--- config.mk ---
export PLATFORM = sky130hd
export DESIGN_NAME = icache_dm
export DESIGN_NICKNAME = d
export VERILOG_FILES = /design/src/rtl/icache_pkg.sv /design/src/rtl/icache_store.sv /design/src/rtl/icache_dm.sv
export SDC_FILE = /design/constraint.sdc
export NUM_CORES = 2
export LEC_CHECK = 0
export BUFFER_PORTS_ARGS = -buffer_cell sky130_fd_sc_hd__buf_2
export CAP_MARGIN = 40
export CORE_MARGIN = 2
export CORE_UTILIZATION = 55
export DETAILED_ROUTE_END_ITERATION = 10
export PLACE_DENSITY = 0.72
export SLEW_MARGIN = 20
export SYNTH_ARGS = -nofsm -noshare
export SYNTH_HDL_FRONTEND = slang
export SYNTH_SLANG_ARGS = --single-unit
--- constraint.sdc ---
create_clock -name clk -period 4.45 [get_ports clk]
set_input_delay 0.445 -clock clk [delete_from_list [all_inputs] [get_ports clk]]
set_output_delay 0.445 -clock clk [all_outputs]
set_load 0.02 [all_outputs]
--- src/rtl/icache_pkg.sv ---
// ---------------------------------------------------------------------------
// icache_pkg : shared state encoding and address-field width helpers
// Rev 1.0
// ---------------------------------------------------------------------------
`default_nettype none

package icache_pkg;

  typedef enum logic [0:0] {
    IDLE   = 1'b0,
    REFILL = 1'b1
  } icache_state_t;

  function automatic int off_w(input int words_per_line);
    return $clog2(words_per_line);
  endfunction

  function automatic int idx_w(input int num_lines);
    return $clog2(num_lines);
  endfunction

  function automatic int tag_w(input int num_lines, input int words_per_line);
    return 30 - $clog2(num_lines) - $clog2(words_per_line);
  endfunction

endpackage

`default_nettype wire

--- src/rtl/icache_store.sv ---
// ---------------------------------------------------------------------------
// icache_store : valid/tag/data arrays with one combinational read port
// Rev 1.0
// ---------------------------------------------------------------------------
`default_nettype none

module icache_store
  import icache_pkg::*;
#(
  parameter int NUM_LINES      = 16,
  parameter int WORDS_PER_LINE = 4,
  localparam int OFF_W         = off_w(WORDS_PER_LINE),
  localparam int IDX_W         = idx_w(NUM_LINES),
  localparam int TAG_W         = tag_w(NUM_LINES, WORDS_PER_LINE)
) (
  input  logic             clk,
  input  logic             rst_n,
  input  logic [IDX_W-1:0] rd_idx_i,
  input  logic [OFF_W-1:0] rd_word_i,
  output logic             rd_valid_o,
  output logic [TAG_W-1:0] rd_tag_o,
  output logic [31:0]      rd_data_o,
  input  logic [IDX_W-1:0] wr_idx_i,
  input  logic             word_we_i,
  input  logic [OFF_W-1:0] wr_word_i,
  input  logic [31:0]      wr_data_i,
  input  logic             tag_we_i,
  input  logic [TAG_W-1:0] wr_tag_i,
  input  logic             set_valid_i,
  input  logic             flush_i
);

  logic [NUM_LINES-1:0] valid_q;
  logic [TAG_W-1:0]     tag_q  [NUM_LINES];
  logic [31:0]          data_q [NUM_LINES][WORDS_PER_LINE];

  assign rd_valid_o = valid_q[rd_idx_i];
  assign rd_tag_o   = tag_q[rd_idx_i];
  assign rd_data_o  = data_q[rd_idx_i][rd_word_i];

  // A tag write always invalidates its line so a partial refill never hits.
  always_ff @(posedge clk or negedge rst_n) begin
    if (!rst_n) begin
      valid_q <= '0;
    end else if (flush_i) begin
      valid_q <= '0;
    end else begin
      if (tag_we_i)    valid_q[wr_idx_i] <= 1'b0;
      if (set_valid_i) valid_q[wr_idx_i] <= 1'b1;
    end
  end

  always_ff @(posedge clk) begin
    if (tag_we_i)  tag_q[wr_idx_i]             <= wr_tag_i;
    if (word_we_i) data_q[wr_idx_i][wr_word_i] <= wr_data_i;
  end

endmodule

`default_nettype wire

--- src/rtl/icache_dm.sv ---
// ---------------------------------------------------------------------------
// icache_dm : direct-mapped I-cache, critical-word-first wrapping refill
// Rev 1.0
// ---------------------------------------------------------------------------
`default_nettype none

module icache_dm
  import icache_pkg::*;
#(
  parameter int NUM_LINES      = 16,
  parameter int WORDS_PER_LINE = 4
) (
  input  logic        clk,
  input  logic        rst_n,
  input  logic        req,
  input  logic [31:0] addr,
  input  logic        flush,
  output logic [31:0] inst,
  output logic        ack,
  output logic        mem_req,
  output logic [31:0] mem_addr,
  input  logic [31:0] mem_rdata,
  input  logic        mem_valid
);

  localparam int OFF_W = off_w(WORDS_PER_LINE);
  localparam int IDX_W = idx_w(NUM_LINES);
  localparam int TAG_W = tag_w(NUM_LINES, WORDS_PER_LINE);

  icache_state_t    state_q, state_d;
  logic             ack_q, ack_d;
  logic [31:0]      inst_q, inst_d;
  logic             mem_req_q, mem_req_d;
  logic [31:0]      mem_addr_q, mem_addr_d;
  logic [OFF_W-1:0] cnt_q, cnt_d;
  logic             flushed_q, flushed_d;
  logic [TAG_W-1:0] tag_q, tag_d;
  logic [IDX_W-1:0] idx_q, idx_d;
  logic [OFF_W-1:0] cw_q, cw_d;

  logic [TAG_W-1:0] req_tag;
  logic [IDX_W-1:0] req_idx;
  logic [OFF_W-1:0] req_word;
  logic             addr_lsb_unused;

  logic             rd_valid;
  logic [TAG_W-1:0] rd_tag;
  logic [31:0]      rd_data;
  logic [IDX_W-1:0] wr_idx;
  logic             word_we, tag_we, set_valid;
  logic [OFF_W-1:0] fill_word, next_word;
  logic             accept, hit, last_word;

  assign req_tag         = addr[31 -: TAG_W];
  assign req_idx         = addr[OFF_W+2 +: IDX_W];
  assign req_word        = addr[2 +: OFF_W];
  assign addr_lsb_unused = ^addr[1:0];

  assign accept    = (state_q == IDLE) && !flush && req && !ack_q;
  assign hit       = rd_valid && (rd_tag == req_tag);
  assign last_word = (cnt_q == OFF_W'(WORDS_PER_LINE - 1));
  // Word field arithmetic is OFF_W wide, so it wraps inside the line.
  assign fill_word = cw_q + cnt_q;
  assign next_word = fill_word + OFF_W'(1);
  assign wr_idx    = (state_q == IDLE) ? req_idx : idx_q;

  icache_store #(
    .NUM_LINES      (NUM_LINES),
    .WORDS_PER_LINE (WORDS_PER_LINE)
  ) u_store (
    .clk         (clk),
    .rst_n       (rst_n),
    .rd_idx_i    (req_idx),
    .rd_word_i   (req_word),
    .rd_valid_o  (rd_valid),
    .rd_tag_o    (rd_tag),
    .rd_data_o   (rd_data),
    .wr_idx_i    (wr_idx),
    .word_we_i   (word_we),
    .wr_word_i   (fill_word),
    .wr_data_i   (mem_rdata),
    .tag_we_i    (tag_we),
    .wr_tag_i    (req_tag),
    .set_valid_i (set_valid),
    .flush_i     (flush)
  );

  always_ff @(posedge clk or negedge rst_n) begin
    if (!rst_n) begin
      state_q    <= IDLE;
      ack_q      <= 1'b0;
      inst_q     <= '0;
      mem_req_q  <= 1'b0;
      mem_addr_q <= '0;
      cnt_q      <= '0;
      flushed_q  <= 1'b0;
      tag_q      <= '0;
      idx_q      <= '0;
      cw_q       <= '0;
    end else begin
      state_q    <= state_d;
      ack_q      <= ack_d;
      inst_q     <= inst_d;
      mem_req_q  <= mem_req_d;
      mem_addr_q <= mem_addr_d;
      cnt_q      <= cnt_d;
      flushed_q  <= flushed_d;
      tag_q      <= tag_d;
      idx_q      <= idx_d;
      cw_q       <= cw_d;
    end
  end

  always_comb begin
    state_d = state_q;
    case (state_q)
      IDLE:    if (accept && !hit)          state_d = REFILL;
      REFILL:  if (mem_valid && last_word)  state_d = IDLE;
      default:                              state_d = IDLE;
    endcase
  end

  always_comb begin
    ack_d      = 1'b0;
    inst_d     = inst_q;
    mem_req_d  = mem_req_q;
    mem_addr_d = mem_addr_q;
    cnt_d      = cnt_q;
    flushed_d  = flushed_q;
    tag_d      = tag_q;
    idx_d      = idx_q;
    cw_d       = cw_q;
    word_we    = 1'b0;
    tag_we     = 1'b0;
    set_valid  = 1'b0;
    case (state_q)
      IDLE: begin
        if (accept && hit) begin
          ack_d  = 1'b1;
          inst_d = rd_data;
        end else if (accept) begin
          tag_we     = 1'b1;
          tag_d      = req_tag;
          idx_d      = req_idx;
          cw_d       = req_word;
          cnt_d      = '0;
          mem_req_d  = 1'b1;
          mem_addr_d = {req_tag, req_idx, req_word, 2'b00};
        end
      end
      REFILL: begin
        if (flush) flushed_d = 1'b1;
        if (mem_valid) begin
          word_we = 1'b1;
          cnt_d   = cnt_q + OFF_W'(1);
          if (cnt_q == '0) begin
            ack_d  = 1'b1;
            inst_d = mem_rdata;
          end
          if (last_word) begin
            // A flush in this very cycle must also keep the line invalid.
            set_valid = !flushed_q && !flush;
            mem_req_d = 1'b0;
            flushed_d = 1'b0;
          end else begin
            mem_addr_d = {tag_q, idx_q, next_word, 2'b00};
          end
        end
      end
      default: ;
    endcase
  end

  assign ack      = ack_q;
  assign inst     = inst_q;
  assign mem_req  = mem_req_q;
  assign mem_addr = mem_addr_q;

endmodule

`default_nettype wire

==> metrics.md <==
| Metric | Value |
|---|---|
| Setup Buffers After CTS | `0` |
| Drt pass-1 iters | `8` |
| Avg Synthesized Cell Area | `21.4 µm²` |
| Worst-path clk slew | `~0.06 ns` |
| Final hold vios | `0` |
| CP arrival | `4.80 ns` |
| Library cells used by synthesis | `between 70 and 80` |
| Clock skew | `0.0464 ns` |
| Clock latency on the worst-skew pair | `0.92 ns` |
| Fraction of final layout cells sized beyond drive strength 1 | `0.292` |
| Final period util | `0.903` |
| Met3 WL | `33.0 mm` |
| Slew HR | `0.321` |
| Worst Setup Start Kind | `flop` |
| Synthesis-to-finish area growth | `15.0%` |
| Fin crit period | `between 4 and 5 ns` |
| Clock sink count | `2546` |
| Final Setup Violations | `0` |
| Via-per-instance ratio | `slightly below 7` |
| Hold WS | `approximately 0.038 ns` |
| Vias in the first global route | `just over 50000` |
| Status | `completed` |
| Crit path capture type | `flop` |
| Largest cells by area after synthesis | `edfxtp_1, mux4_2, dfrtp_1` |
| Largest stage delay, worst path | `between 0.5 and 0.6 ns` |
| Setup ws final | `roughly 0.43 ns` |
| Met1 wire length | `about 98 mm` |
| Die area | `184000 µm²` |
| Antenna-violating nets left | `0` |
| Ys flop type | `edfxtp_1` |
| Clk Tree Root Cell | `clkbuf_16` |
| Starting Density | `0.555` |
| PortBufs | `130` |
| DIE WIDTH | `approximately 430 µm` |
| Vias | `about 52000` |
| Yosys top cell by area | `edfxtp_1` |
| Share of the synthesized area in the top cell type | `0.736` |
| Post-Syn Instances | `4633` |
| Slowest cell on the critical path | `mux4_1` |
| H-Tree Depth | `5` |
| Number of cell rows | `155` |
| CTS Buf Count | `~270` |
| Top Ports | `roughly 140` |
| Cell Area, Placed | `between 100000 and 150000 µm²` |
| Overall power | `56.3 mW` |
| Global route overflow | `0` |
| Post-synth EDFFs | `~2400` |
| Fin nets | `roughly 5200` |
| Worst slack at placement | `roughly 0.15 ns` |
| Fin. max-slew vios | `0` |
| FF+latch count, synth | `approximately 2500` |
| Power per cell area | `about 490 nW/µm²` |
| Iter 0 DRT Violations | `around 8300` |
| Synth async-reset ratio | `0.0448` |
| Worst IR Drop VDD | `roughly 0.48 mV` |
| DP HPWL | `approximately 150 mm` |
| Met2 WL post-DR | `~130 mm` |
| Max_cap viols | `0` |
| Worst slew pin tran | `slightly above 1 ns` |
| Die Y | `429 µm` |
| Critical-path cell list | `mux4_1 -> mux4_2 -> xnor2_1 -> or4b_1 -> nor4b_2 -> nand3_1 -> o21ai_4 -> buf_12 -> mux2_2` |
| Most common cell after layout, fill and taps aside | `edfxtp_1` |
| Gr usage total | `0.293` |
| # DRC | `0` |
| Post-route design area | `~110000 µm²` |
| CTS Buffer Depth | `4` |
| DRT Wirelength | `between 200 and 300 mm` |
| Sequential fraction of the synthesis area | `0.765` |
| Synth warn | `0` |
| RSZ-0062 raised after global routing | `no` |
| Core area | `around 180000 µm²` |
| Initial antenna violation count | `12` |
| DR top layer | `met5` |
| Wirelength per Cell | `between 30 and 40 µm` |
| Final GP Congestion | `0.851` |
| Leakage | `approximately 37 nW` |
| Crit Path Max Fanout | `33` |
| Largest net degree at the start of global routing | `150` |
| CP Class | `reg2reg` |
| Buf/Inv on CP | `1` |
| WP data required | `~5.2 ns` |
| CTS tree | `built` |
| Hold Crit Class | `in2reg` |
| Global-route wire length before repair | `roughly 380 mm` |
| Most frequent cells in the layout | `edfxtp_1, mux4_2, clkbuf_16` |
| Delay-heaviest family, CP | `multiplexers` |
| Fmax | `~0.25 GHz` |
| Fin util | `0.638` |
| Mapped cell area | `~99000 µm²` |
## cell families after synthesis
group	after synthesis	synth area share
XOR/XNOR	23	0.00203
flip-flops	2546	0.765
other	1	0.0000378
multiplexers	898	0.169
buffers and inverters	279	0.0135
AND/OR/NAND/NOR	450	0.0194
AO/OA/AOI/OAI	429	0.0304
adder cells (fa/ha/maj)	7	0.000883
## routing by layer
layer / track usage / vias up
li1: - / 20360
met1: 0.406 / 27292
met2: 0.450 / 3844
met3: 0.0755 / 668
met4: 0.120 / 20
met5: 0 / -
## where the power goes
group	internal [mW]	total [mW]	switching (mW)
combinational	2.29	6.55	4.25
clock	12.8	21.7	8.90
sequential	27.4	28.0	0.663
total	42.5	56.3	13.8
## final timing paths
path	cells past startpoint	startpoint	to	slack, ns
setup / recovery	9	u_store.tag_q[10][2]	inst[14]	0.43
setup reg to reg	9	u_store.tag_q[10][2]	inst[14]	0.43
hold reg to reg	1	inst[3]	inst[3]	0.49
max in group asynchronous	3	rst_n	inst[2]	3.15
min in group asynchronous	2	rst_n	tag_q[20]	0.09
hold / removal	1	addr[27]	u_store.tag_q[5][19]	0.04
## area by class of cell
cell class                      instances  area [µm²]
Sequential cell                      2546       75900
Inverter                               25         106
Tap cell                             2355        2950
Antenna cell                            5        12.5
Fill cell                           11641       64700
Multi-Input combinational cell       1809       22600
Clock inverter                        115        1000
Timing Repair Buffer                  429        4090
Clock buffer                          352        7470
## stage by stage
stage	std cells	TNS (ns)
2_1_floorplan	4634	-70.89
3_3_place_gp	7102	0
3_5_place_dp	7131	0
4_1_cts	7629	0
5_1_grt	7632	0
6_report	7636	0
## flip-flops by register name (all words and copies together) (netlist names)
register	flops
flushed_q	1
u_store.valid_q	16
state_q	1
mem_req	1
mem_addr	30
idx_q	4
tag_q	24
ack	1
cnt_q	2
inst	32
cw_q	2
u_store.tag_q	384
u_store.data_q	2048
## Yosys cell counts, drive strengths merged (3+ instances only)
library cell / n
a221oi: 15
nand4: 8
a31oi: 35
a211o: 4
o221a: 29
o221ai: 19
o2111ai: 4
nor4b: 3
mux2: 87
o31a: 4
a311oi: 8
a21oi: 78
mux2i: 202
nand3: 17
o31ai: 4
dfrtp: 114
nand2: 157
nor3: 14
o32ai: 8
and3: 6
and2: 15
a211oi: 17
xnor2: 17
nor2b: 8
a22oi: 18
mux4: 609
a41oi: 4
clkbuf: 84
o211ai: 4
a2111oi: 6
edfxtp: 2432
o21ai: 59
o21a: 15
inv: 24
xor2: 6
a32oi: 15
ha: 7
nor2: 197
a22o: 8
nor4: 4
o22ai: 62
nand2b: 12
buf: 170
## timing repair
action / CTS / global route
resized for setup: 0 / 0
endpoints found under the setup margin: 0 / 0
hold endpoints to repair: 524 / 8
hold buffers: 31 / 1
Note: power is estimated with default switching activity, not from simulation.
